<file path="src/rtl/serial_bit_feeder.sv">
// Parallel-to-serial feeder: buffers words from a valid/ready port in a FIFO
// and shifts each word out one bit at a time at a programmable bit period.
// Ports:
//   clk, rst            clock, asynchronous active-high reset
//   div                 bit period minus 1, in clk cycles
//   msb_first           bit order, latched at each word load
//   s_valid/s_ready     upstream handshake, s_data is the word
//   ser_out/ser_valid   registered serial bit and its qualifier
//   busy, level         activity flag and FIFO occupancy
module serial_bit_feeder #(
  parameter int DATA_W = 8,
  parameter int DEPTH  = 4,
  parameter int DIV_W  = 8
) (
  input  logic                       clk,
  input  logic                       rst,
  input  logic [DIV_W-1:0]           div,
  input  logic                       msb_first,
  input  logic                       s_valid,
  input  logic [DATA_W-1:0]          s_data,
  output logic                       s_ready,
  output logic                       ser_out,
  output logic                       ser_valid,
  output logic                       busy,
  output logic [$clog2(DEPTH+1)-1:0] level
);

  localparam int PTR_W = $clog2(DEPTH);
  localparam int LVL_W = $clog2(DEPTH+1);
  localparam int CNT_W = $clog2(DATA_W);

  typedef enum logic {IDLE, SHIFT} state_t;

  state_t             state;
  logic [DATA_W-1:0]  mem [DEPTH];
  logic [PTR_W-1:0]   wr_ptr;
  logic [PTR_W-1:0]   rd_ptr;
  logic [DATA_W-1:0]  shreg;
  logic               msb_l;
  logic [CNT_W-1:0]   bit_cnt;
  logic [DIV_W-1:0]   tick_cnt;
  logic [DATA_W-1:0]  head;
  logic               push;
  logic               pop;
  logic               last;

  assign head    = mem[rd_ptr];
  assign s_ready = (level != LVL_W'(DEPTH));
  assign push    = s_valid && s_ready;
  // last cycle of the last bit; both counters rest at 0 in IDLE as well
  assign last    = (tick_cnt == '0) && (bit_cnt == '0);
  assign pop     = (level != '0) && ((state == IDLE) || last);
  assign busy    = (state == SHIFT) || (level != '0);

  // storage is not reset; occupancy is tracked by level alone
  always_ff @(posedge clk) begin
    if (push) mem[wr_ptr] <= s_data;
  end

  always_ff @(posedge clk or posedge rst) begin
    if (rst) begin
      state     <= IDLE;
      wr_ptr    <= '0;
      rd_ptr    <= '0;
      level     <= '0;
      shreg     <= '0;
      msb_l     <= 1'b0;
      bit_cnt   <= '0;
      tick_cnt  <= '0;
      ser_out   <= 1'b0;
      ser_valid <= 1'b0;
    end else begin
      if (push) wr_ptr <= wr_ptr + PTR_W'(1);
      if (pop)  rd_ptr <= rd_ptr + PTR_W'(1);
      if (push && !pop)      level <= level + LVL_W'(1);
      else if (!push && pop) level <= level - LVL_W'(1);

      if (pop) begin
        state     <= SHIFT;
        shreg     <= head;
        msb_l     <= msb_first;
        ser_out   <= msb_first ? head[DATA_W-1] : head[0];
        ser_valid <= 1'b1;
        bit_cnt   <= CNT_W'(DATA_W-1);
        tick_cnt  <= div;
      end else if (state == SHIFT) begin
        if (tick_cnt != '0) begin
          tick_cnt <= tick_cnt - 1'b1;
        end else if (bit_cnt != '0) begin
          // shreg keeps the current bit at its output end
          if (msb_l) begin
            shreg   <= {shreg[DATA_W-2:0], 1'b0};
            ser_out <= shreg[DATA_W-2];
          end else begin
            shreg   <= {1'b0, shreg[DATA_W-1:1]};
            ser_out <= shreg[1];
          end
          bit_cnt  <= bit_cnt - 1'b1;
          tick_cnt <= div;
        end else begin
          state     <= IDLE;
          ser_out   <= 1'b0;
          ser_valid <= 1'b0;
        end
      end
    end
  end

endmodule

</file>
<file path="config.mk">
export PLATFORM = sky130hd
export DESIGN_NAME = serial_bit_feeder
export DESIGN_NICKNAME = d
export VERILOG_FILES = /design/src/rtl/serial_bit_feeder.sv
export SDC_FILE = /design/constraint.sdc
export NUM_CORES = 1
export LEC_CHECK = 0
export CAP_MARGIN = 30
export CORE_MARGIN = 2
export CORE_UTILIZATION = 62
export CTS_CLUSTER_SIZE = 12
export DETAILED_ROUTE_END_ITERATION = 8
export PLACE_DENSITY = 0.85
export SLEW_MARGIN = 15
export SYNTH_ARGS = -nofsm -noshare
export SYNTH_HDL_FRONTEND = slang
export SYNTH_SLANG_ARGS = --single-unit
</file>
<file path="constraint.sdc">
create_clock -name clk -period 4.68 [get_ports clk]
set_input_delay 0.936 -clock clk [delete_from_list [all_inputs] [get_ports clk]]
set_output_delay 0.936 -clock clk [all_outputs]
set_load 0.1 [all_outputs]
</file>
# Yosys cells after proc, flatten, opt, wreduce, memory -nomap -nowiden
# Memories as Yosys holds them, arrays and structs flattened.
# Cells that the tools add are included.
dict set report classes {
  shift 0
  mul 0
  order_cmp 0
  reduce_logical 22
  mux 31
  n_bitwise 1
  div_mod_pow 0
  addsub 6
  n_eq_ne 3
}
# operator count
set op_table {}
lappend op_table {{$mux 8} 9}
lappend op_table {{$mux 3} 6}
lappend op_table {{$mux 1} 16}
lappend op_table {{$reduce_bool 3->1} 3}
lappend op_table {{$logic_not 8->1} 1}
lappend op_table {{$reduce_bool 8->1} 1}
lappend op_table {{$sub 8x1->8 const B} 1}
lappend op_table {{$reduce_and 3->1} 2}
lappend op_table {{$reduce_bool 2->1} 3}
lappend op_table {{$sub 3x1->3 const B} 2}
lappend op_table {{$logic_and 1x1->1} 5}
lappend op_table {{$add 2x1->2 const B} 2}
lappend op_table {{$ne 2x2->1 const B} 2}
lappend op_table {{$reduce_and 2->1} 2}
lappend op_table {{$add 3x1->3 const B} 1}
lappend op_table {{$logic_not 3->1} 1}
lappend op_table {{$ne 3x3->1 const B} 1}
lappend op_table {{$logic_not 1->1} 2}
lappend op_table {{$logic_or 1x1->1} 2}
lappend op_table {{$not 1->1} 1}
dict set report totals {
  ramBits 32
  memories 1
  regBits 30
  latch_bits 0
  out_inout_bits 7
  romBits 0
}
# memory depth word_bits rd rd_ports_with_merged_regs write_ports line_no
set memory_table {}
lappend memory_table {mem 4 8 1 0 1 35} ;# logic [DATA_W-1:0] mem [DEPTH];

# Logic depth before layout (Yosys ltp)
# Gate-level depths: netlist of run 1.
dict set report depth {
  word_depth 7
  mapped_depth 12
  mapped_depth_nobuf 11
}

# Worst setup path before layout of run 1
# OpenSTA, ideal clock, no wires.
dict set report synth_timing {
  path_type {register to register}
  startpoint {register level[2]}
  endpoint {register level[1]}
  setup_slack_ps 1292
  path_stages_with_launch 7
  arrival_ps 3262
  n_path_buf 0
  t_required_ps 4554
  setup_time_ps 126
  path_cell_list {dfrtp_1 > nand2_1 > and2_0 > ha_1 > inv_1 > fa_1 > mux2_2}
}
dict set report synth_between {
  elab_chain_cells 5
}
# item line_no
set synth_lines {}
lappend synth_lines {{from (decl)} 25} ;# output logic [$clog2(DEPTH+1)-1:0] level
lappend synth_lines {{from (signal assigned)} 75} ;# if (push && !pop) level <= level + LVL_W'(1);
lappend synth_lines {{from (signal assigned)} 76} ;# else if (!push && pop) level <= level - LVL_W'(1);
lappend synth_lines {{$ne 3x3->1 (*)} 48} ;# assign s_ready = (level != LVL_W'(DEPTH));
lappend synth_lines {{net s_ready} 21} ;# output logic s_ready,
lappend synth_lines {{$logic_and 1x1->1 (*)} 49} ;# assign push = s_valid && s_ready;
lappend synth_lines {{net push} 43} ;# logic push;
lappend synth_lines {{$logic_not 1->1} 76}
lappend synth_lines {{$logic_and 1x1->1} 76}
lappend synth_lines {{$reduce_bool 2->1 (no source line)} --}
# The timed path passes the listed nets; every way through them passes the cells marked *.
# A chain may end at the register's enable or synchronous reset.

# Worst setup path in the final report of run 1
dict set report layout_timing {
  startpoint {register level[1]}
  endpoint {output port busy}
}
dict set report layout_between {
  elab_chain_cells 2
}
# item line_no
set layout_lines {}
lappend layout_lines {{$reduce_bool 3->1} 53} ;# assign busy = (state == SHIFT) || (level != '0);
lappend layout_lines {{$logic_or 1x1->1} 53}
lappend layout_lines {{to (decl)} 24} ;# output logic busy,
# No other way between the ends.

==> impl_metrics.csv, run 1 <==
group,metric,value,unit
outcome,outcome,"completed",
floorplan,num_rows,25,
floorplan,die_h,74.6,um
placement,dp_cells,306,
floorplan,coreArea,4750,um^2
synth,yosysTopAreaCell,"edfxtp_1",
placement,place_hpwl,3890,um
synth,synthTopCellsByArea,"edfxtp_1 (31%), dfrtp_1 (24%), mux2_2 (8.0%)",
sta,fin_setup_tns,0,ns
synth,yosysTopAreaCellShare,0.311,
hold_path,whs_endpoint,"level[2]",
sta,rsz0062_at_grt,"false",
hold_path,hp-class,"flip-flop to flip-flop",
setup_path,crit_path_max_incr_delay,0.97,ns
synth,yosys_warnings,0,
setup_path,worstPathArrival,2.54,ns
synth,synth_area,3090,um^2
synth,ys_ff_latch,62,
synth,synth_flop_cell,"edfxtp_1",
clock_network,hold_buffers,0,
cells_and_area,final_area,3590,um^2
clock_network,post_cts_buffers,0,
cells_and_area,diodes,0,
setup_path,cp-start-kind,"flip-flop",
global_routing,antenna_found_initial,0,
sta,setup-violations-final,0,
sta,finalWorstSetupSlack,1.21,ns
detailed_routing,via_count,1871,
setup_path,cp_max_fo,7,
floorplan,initial_core_util,0.651,
setup_path,worstSetupPathType,"flip-flop to primary output",
floorplan,die-area,5570,um^2
setup_path,crit_family,"buffers and inverters",
clock_network,clk_latency,0.34,ns
setup_path,r2r_slack,1.57,ns
sta,min_period_over_period,0.742,
global_routing,grt_usage,0.239,
placement,placed_cell_area,3380,um^2
sta,clock_skew,0.00497,ns
setup_path,regToRegEndpoint,"level[1]",
floorplan,dieWidth,74.6,um
global_routing,first_global_vias,1868,
sta,slew-limit-headroom,0.338,
synth,synthCells,219,
synth,synth.most_common_cell,"edfxtp_1",
detailed_routing,ant_nets,0,
power,total_power,2.01,mW
clock_network,cts_buffer_depth,2,
sta,worst_pin_slew,0.990,ns
detailed_routing,first_pass_iters,4,
synth,synth.net_count,248,
sta,max_freq,288,MHz
global_routing,grt_pass1_wl,9290,um
detailed_routing,vias_per_cell,5.81,
hold_path,hold_depth,1,
sta,final_hold_viol_count,0,
hold_path,hold_start,"level[2]",
sta,period_needed,3.47,ns
clock_network,cts_sinks,62,
clock_network,numCtsBuffers,9,
clock_network,cts_tree,"done",
detailed_routing,drc,0,
clock_network,cts-root-buf,"clkbuf_8",
cells_and_area,area_growth,16.0,%
detailed_routing,wl_per_cell,17.7,um
setup_path,rr_worst_depth,9,
setup_path,path_buf_inv,2,
synth,ys_types,48,
setup_path,cp.required,3.74,ns
cells_and_area,nets,279,
setup_path,path_cells,"or3_1 > nor2_1 > inv_1 > clkdlybuf4s50_1",
synth,synth_async_sr_flop_share,0.484,
synth,syn_avg_cell_area,14.1,um^2
global_routing,grt_overflow,0,
sta,drv_slew,0,
global_routing,grt_max_degree,31,
synth,synth_edf_count,32,
detailed_routing,wl,5690,um
clock_network,htree_num_levels,3,
clock_network,cts_resized,0,
cells_and_area,stdcell_count,322,
setup_path,crit_slowest_cell,"clkdlybuf4s50_1",
setup_path,reg2reg_from,"tick_cnt[0]",
floorplan,io_pins,27,
placement,gp_congestion,0.884,
placement,pre_cts_slack,1.57,ns
cells_and_area,fillers,314,
cells_and_area,drive_above_1_share,0.220,
clock_network,cts.clk_slew.worst_paths,0.07,ns
power,cellPowerDensity,560,nW/um^2
power,peakVddDrop,392,uV
power,p_leak,1.39,nW
setup_path,cp-end-kind,"primary output",
detailed_routing,drt_first_iter_violations,156,
job,maxCapViolCount,0,
placement,io_buffers,26,
synth,ys_top_cells_by_count,"edfxtp_1 (32), dfrtp_1 (30), mux2_2 (22)",
synth,ys_seq_area_frac,0.553,
-- per-stage QoR --
step	hold WS, ns	util
global route	0.558	0.755
CTS	0.535	0.755
finish	0.529	0.755
floorplan	0.476	-
global placement	0.493	0.711
detailed placement	0.528	0.711
-- logic make-up after synthesis --
logic type	after synthesis	synth area share
simple gates	49	0.0934
compound gates	30	0.0744
buf+inv	21	0.0388
mux	41	0.182
xor+xnor	7	0.0198
flops	62	0.553
fa+ha+maj	9	0.0388
-- layout make-up --
class | instances | area, um^2 | area share
Sequential cell | 62 | 1710 | 0.477
Timing Repair Buffer | 28 | 275 | 0.0767
Inverter | 13 | 48.8 | 0.0136
Multi-Input combinational cell | 136 | 1260 | 0.352
Clock buffer | 11 | 131 | 0.0366
Tap cell | 67 | 83.8 | 0.0234
Clock inverter | 5 | 75.1 | 0.0209
-- cells in the final DEF (no fill, tap or decap), types with 3 or more instances in the layout --
| cell type | n |
|---|---|
| nor3_1 | 5 |
| nor2_1 | 8 |
| clkdlybuf4s50_1 | 26 |
| inv_1 | 13 |
| edfxtp_1 | 32 |
| or3_1 | 4 |
| clkbuf_8 | 9 |
| nand2_1 | 8 |
| ha_1 | 8 |
| mux2_2 | 22 |
| and3_1 | 4 |
| a22oi_1 | 4 |
| a21oi_1 | 3 |
| xnor2_1 | 5 |
| a2bb2oi_1 | 4 |
| mux2i_1 | 7 |
| mux2_4 | 4 |
| mux4_2 | 7 |
| o21ai_0 | 6 |
| nand4_1 | 3 |
| dfrtp_1 | 30 |
| nand3_1 | 6 |
-- worst max-delay path by stage --
stage | start | end | depth (start not counted)
2_1_floorplan | level[2] | level[1] | 6
3_3_place_gp | level[2] | busy | 4
3_5_place_dp | tick_cnt[0] | level[1] | 9
4_1_cts | level[1] | busy | 4
5_1_grt | level[1] | busy | 4
6_report | level[1] | busy | 4
-- power by group --
group / total [mW] / switching (mW) / internal [mW]
combinational: 0.654 / 0.385 / 0.269
sequential: 0.859 / 0.122 / 0.738
clock: 0.496 / 0.199 / 0.296
-- metal layers --
metal,wire length (um),vias up,global-route usage,share of wire
met1,2550,929,0.322,0.45
met3,260,9,0.0683,0.046
met2,2760,47,0.361,0.48
met4,121,0,0.117,0.021
met5,0,-,0,0
li1,-,886,-,-
-- state kept, by name (all words and copies together), names as in the netlist --
register / cells
msb_l: 1
tick_cnt: 8
mem: 32
ser_valid: 1
ser_out: 1
bit_cnt: 3
state: 1
level: 3
wr_ptr: 2
shreg: 8
rd_ptr: 2
(Power assumes the default switching activity.)
==> run 2, diff against run 1 <==
CORE_UTILIZATION = 57   (was 62)
PLACE_DENSITY = 0.79   (was 0.85)
clock period = 3.3 ns   (was 4.68 ns; I/O delays follow)
==> impl_metrics.csv, run 2 (synthesis gave the netlist of run 1 again) <==
group,metric,value,unit
floorplan,initial_core_util,0.598,
clock_network,cts_tree,"done",
sta,worst_pin_slew,0.570,ns
clock_network,hold_buffers,0,
cells_and_area,final_common_cell,"edfxtp_1",
sta,min_period_over_period,0.880,
sta,max_freq,344,MHz
detailed_routing,wl_per_cell,17.0,um
detailed_routing,drt_first_iter_violations,133,
power,total_power,2.79,mW
sta,final_hold_viol_count,0,
clock_network,cts-root-buf,"clkbuf_8",
floorplan,io_pins,27,
clock_network,cts.clk_slew.worst_paths,0.07,ns
floorplan,die_h,77.7,um
global_routing,grt_overflow,0,
setup_path,worstPathArrival,3.12,ns
cells_and_area,fillers,354,
placement,gp_congestion,0.873,
cells_and_area,largest-register,"mem",
cells_and_area,largest_reg_flops,32,
sta,period_needed,2.91,ns
floorplan,num_rows,26,
setup_path,cp-end-kind,"flip-flop",
global_routing,grt_max_degree,31,
sta,setup-violations-final,0,
outcome,outcome,"completed",
setup_path,r2r_slack,0.39,ns
global_routing,grt_usage,0.203,
global_routing,antenna_found_initial,0,
setup_path,cp-start-kind,"flip-flop",
detailed_routing,ant_nets,0,
power,cellPowerDensity,779,nW/um^2
cells_and_area,stdcell_count,327,
sta,drv_slew,0,
clock_network,cts_sinks,62,
cells_and_area,diodes,0,
cells_and_area,area_growth,15.8,%
clock_network,clk_latency,0.34,ns
placement,place_hpwl,3830,um
clock_network,cts_buffer_depth,2,
sta,slew-limit-headroom,0.617,
detailed_routing,drc,0,
setup_path,rr_worst_depth,9,
cells_and_area,multi_input_area,1260,um^2
floorplan,dieWidth,77.7,um
sta,clock_skew,0.00977,ns
detailed_routing,first_pass_iters,4,
sta,rsz0062_at_grt,"false",
power,peakVddDrop,679,uV
hold_path,hold_depth,2,
setup_path,cp_max_fo,15,
cells_and_area,nets,281,
placement,placed_cell_area,3390,um^2
clock_network,htree_num_levels,3,
global_routing,first_global_vias,1866,
hold_path,hp-class,"flip-flop to flip-flop",
global_routing,grt_pass1_wl,9190,um
detailed_routing,wl,5550,um
cells_and_area,seqCellArea,1710,um^2
power,p_leak,1.40,nW
placement,dp_cells,311,
cells_and_area,drive_above_1_share,0.272,
cells_and_area,top_regs,"mem x32, shreg x8, tick_cnt x8",
setup_path,path_cells,"inv_1 > ha_1 > or4b_4 > o31ai_4 > nand2_4 > ha_1 > inv_1 > fa_1 > mux2_2",
floorplan,coreArea,5170,um^2
clock_network,numCtsBuffers,9,
floorplan,die-area,6030,um^2
setup_path,crit_path_max_incr_delay,0.52,ns
cells_and_area,finish.utilization,0.693,
setup_path,cp.required,3.52,ns
setup_path,crit_slowest_cell,"or4b_4",
sta,fin_setup_tns,0,ns
cells_and_area,final_area,3580,um^2
cells_and_area,final_cell_mix,"edfxtp_1 (32), dfrtp_1 (30), mux2_2 (22), clkdlybuf4s50_1 (19), inv_1 (13)",
job,maxCapViolCount,0,
placement,io_buffers,26,
detailed_routing,via_count,1868,
clock_network,cts_resized,0,
clock_network,post_cts_buffers,0,
setup_path,worstSetupPathType,"flip-flop to flip-flop",
detailed_routing,vias_per_cell,5.71,
-- run 2: cell types whose count changed in the layout (fill, tap and decap cells not counted), moves of 2 or more --
cell | previous run | this run
buf_4 | 2 | 11
clkdlybuf4s50_1 | 26 | 19
clkbuf_1 | 2 | 0
clkinv_1 | 2 | 0
clkinv_2 | 0 | 2
clkinv_4 | 0 | 2
-- run 2: routing by layer --
layer | up-vias | track usage | wire [um] | share of wire
met4 | 0 | 0.0750 | 59 | 0.011
met3 | 7 | 0.0581 | 251 | 0.045
met5 | - | 0 | 0 | 0
met1 | 920 | 0.274 | 2570 | 0.46
li1 | 893 | - | - | -
met2 | 48 | 0.313 | 2670 | 0.48
-- run 2: worst paths after layout --
check	start	end
worst max-delay path	tick_cnt[0]	level[1]
worst min-delay path	bit_cnt[1]	bit_cnt[1]
worst max register to register	tick_cnt[0]	level[1]
worst min register to register	bit_cnt[1]	bit_cnt[1]
max in group asynchronous	rst	ser_valid
min in group asynchronous	rst	tick_cnt[4]
-- run 2: final cells by class --
| class | instances | area share |
|---|---|---|
| multi-input cells | 136 | 0.353 |
| clock inverters | 7 | 0.0206 |
| flip-flops and latches | 62 | 0.478 |
| clock buffers | 9 | 0.0346 |
| well taps | 70 | 0.0244 |
| inverters | 13 | 0.0136 |
| repair buffers | 30 | 0.0761 |
-- run 2: worst max-delay path: cells and delay by family, from the launching register on --
kind / cells / cell delay [ns]
AOI/OAI and AO/OA: 1 / 0.29
adders and majority gates: 3 / 0.92
buffers and inverters: 2 / 0.18
DFF: 1 / 0.40
muxes: 1 / 0.26
and+or+nand+nor: 2 / 0.72
-- run 2: report_power, final --
part	total [mW]	switching [mW]	leakage, nW	internal (mW)
clock network	0.656	0.306	0.0996	0.351
registers	1.22	0.179	0.628	1.05
logic	0.910	0.540	0.676	0.370
-- run 2: metrics by stage --
step / hold slack, ns / setup slack [ns]
detailed placement: 0.491 / 0.431
CTS: 0.510 / 0.393
floorplan: 0.476 / 0.0880
global route: 0.530 / 0.296
finish: 0.517 / 0.395
global placement: 0.487 / 0.517
==> run 3, diff against run 2 <==
CORE_UTILIZATION = 62   (was 57)
PLACE_DENSITY = 0.85   (was 0.79)
clock period = 3.75 ns   (was 3.3 ns; I/O delays follow)
==> impl_metrics.csv, run 3 (synthesis gave the netlist of run 1 again) <==
group,metric,value,unit
detailed_routing,via_count,1842,
sta,worst_pin_slew,0.966,ns
sta,fin_setup_tns,0,ns
clock_network,hold_buffers,0,
cells_and_area,fillers,310,
hold_path,whs_endpoint,"bit_cnt[1]",
clock_network,cts_resized,0,
setup_path,cp-end-kind,"flip-flop",
cells_and_area,area_growth,16.3,%
global_routing,antenna_found_initial,0,
sta,max_freq,327,MHz
power,cellPowerDensity,700,nW/um^2
setup_path,worstPathArrival,3.29,ns
sta,min_period_over_period,0.815,
hold_path,hold_depth,2,
cells_and_area,nets,279,
global_routing,first_global_vias,1881,
hold_path,hold_start,"bit_cnt[1]",
floorplan,initial_core_util,0.651,
setup_path,cp-start-kind,"flip-flop",
cells_and_area,drive_above_1_share,0.239,
global_routing,grt_pass1_wl,8840,um
sta,drv_slew,0,
setup_path,worstSetupPathType,"flip-flop to flip-flop",
cells_and_area,final_cell_mix,"edfxtp_1 (32), dfrtp_1 (30), clkdlybuf4s50_1 (24), mux2_2 (22), inv_1 (13)",
floorplan,die-area,5570,um^2
sta,rsz0062_at_grt,"false",
detailed_routing,vias_per_cell,5.72,
clock_network,cts-root-buf,"clkbuf_8",
setup_path,r2r_slack,0.69,ns
floorplan,num_rows,25,
job,maxCapViolCount,0,
global_routing,grt_max_degree,31,
detailed_routing,first_pass_iters,4,
setup_path,cp.required,3.98,ns
power,total_power,2.52,mW
floorplan,die_h,74.6,um
floorplan,io_pins,27,
placement,gp_congestion,0.934,
setup_path,rr_worst_depth,9,
sta,setup-violations-final,0,
global_routing,grt_usage,0.224,
clock_network,cts_tree,"done",
sta,final_hold_viol_count,0,
detailed_routing,drc,0,
clock_network,clk_latency,0.34,ns
detailed_routing,ant_nets,0,
detailed_routing,drt_first_iter_violations,152,
placement,pre_cts_slack,0.698,ns
placement,io_buffers,26,
cells_and_area,diodes,0,
cells_and_area,final_common_cell,"edfxtp_1",
sta,finalWorstSetupSlack,0.694,ns
setup_path,regToRegEndpoint,"level[1]",
clock_network,htree_num_levels,3,
detailed_routing,wl,5330,um
cells_and_area,largest_reg_flops,32,
cells_and_area,top_regs,"mem x32, shreg x8, tick_cnt x8",
detailed_routing,wl_per_cell,16.5,um
hold_path,hp-class,"flip-flop to flip-flop",
floorplan,coreArea,4750,um^2
sta,slew-limit-headroom,0.354,
placement,place_hpwl,3800,um
power,peakVddDrop,579,uV
sta,clock_skew,0.00514,ns
sta,period_needed,3.06,ns
clock_network,post_cts_buffers,0,
clock_network,cts.clk_slew.worst_paths,0.07,ns
clock_network,cts_buffer_depth,2,
floorplan,dieWidth,74.6,um
global_routing,grt_overflow,0,
setup_path,reg2reg_from,"tick_cnt[0]",
setup_path,cp_max_fo,15,
cells_and_area,largest-register,"mem",
clock_network,cts_sinks,62,
power,p_leak,1.40,nW
clock_network,numCtsBuffers,9,
outcome,outcome,"completed",
==> run 3: cell count changes in the layout (fill, tap and decap cells not counted) <==
| cell | change |
|---|---|
| buf_4 | -7 |
| nand2_1 | +1 |
| clkdlybuf4s50_1 | +5 |
| bufinv_16 | +1 |
| nand2_2 | -1 |
| clkinv_1 | +1 |
| clkinv_2 | -2 |
==> run 3: worst max path at each step <==
stage           startpoint        to  depth (start not counted)
6_report       tick_cnt[0]  level[1]                          9
5_1_grt        tick_cnt[0]  level[1]                          9
4_1_cts        tick_cnt[0]  level[1]                          9
3_5_place_dp   tick_cnt[0]  level[1]                          9
3_3_place_gp   tick_cnt[0]  level[1]                          9
2_1_floorplan     level[2]  level[1]                          6
==> run 3: per-stage QoR <==
stage	std cells	instance area [um^2]	util	hold slack (ns)
floorplan	219	3090	-	0.476
global placement	306	3380	0.710	0.492
detailed placement	306	3380	0.710	0.504
CTS	322	3600	0.757	0.520
global route	322	3600	0.757	0.542
finish	322	3600	0.757	0.522
==> run 3: critical path: stages, from the launching register on <==
cell and delay (ns):
dfrtp_1 0.39, inv_1 0.10, ha_1 0.23, or4b_4 0.53, o31ai_4 0.47, nand2_4 0.23
ha_1 0.27, inv_1 0.07, fa_1 0.39, mux2_2 0.26
==> run 3: layout make-up <==
class | instances | area, um^2 | area share
Clock inverter | 7 | 97.6 | 0.0271
Timing Repair Buffer | 28 | 270 | 0.0751
Clock buffer | 9 | 124 | 0.0344
Inverter | 13 | 48.8 | 0.0136
Sequential cell | 62 | 1710 | 0.476
Multi-Input combinational cell | 136 | 1260 | 0.351
Tap cell | 67 | 83.8 | 0.0233
==> run 3: where the power goes <==
group	switching [mW]	internal (mW)
sequential	0.147	0.920
clock	0.271	0.376
combinational	0.474	0.332
==> run 3: per-layer routing <==
metal / part of all wire / GRT usage / vias up
li1: - / - / 889
met1: 0.46 / 0.310 / 906
met2: 0.48 / 0.328 / 36
met3: 0.037 / 0.0495 / 11
met4: 0.020 / 0.137 / 0
met5: 0 / 0 / -
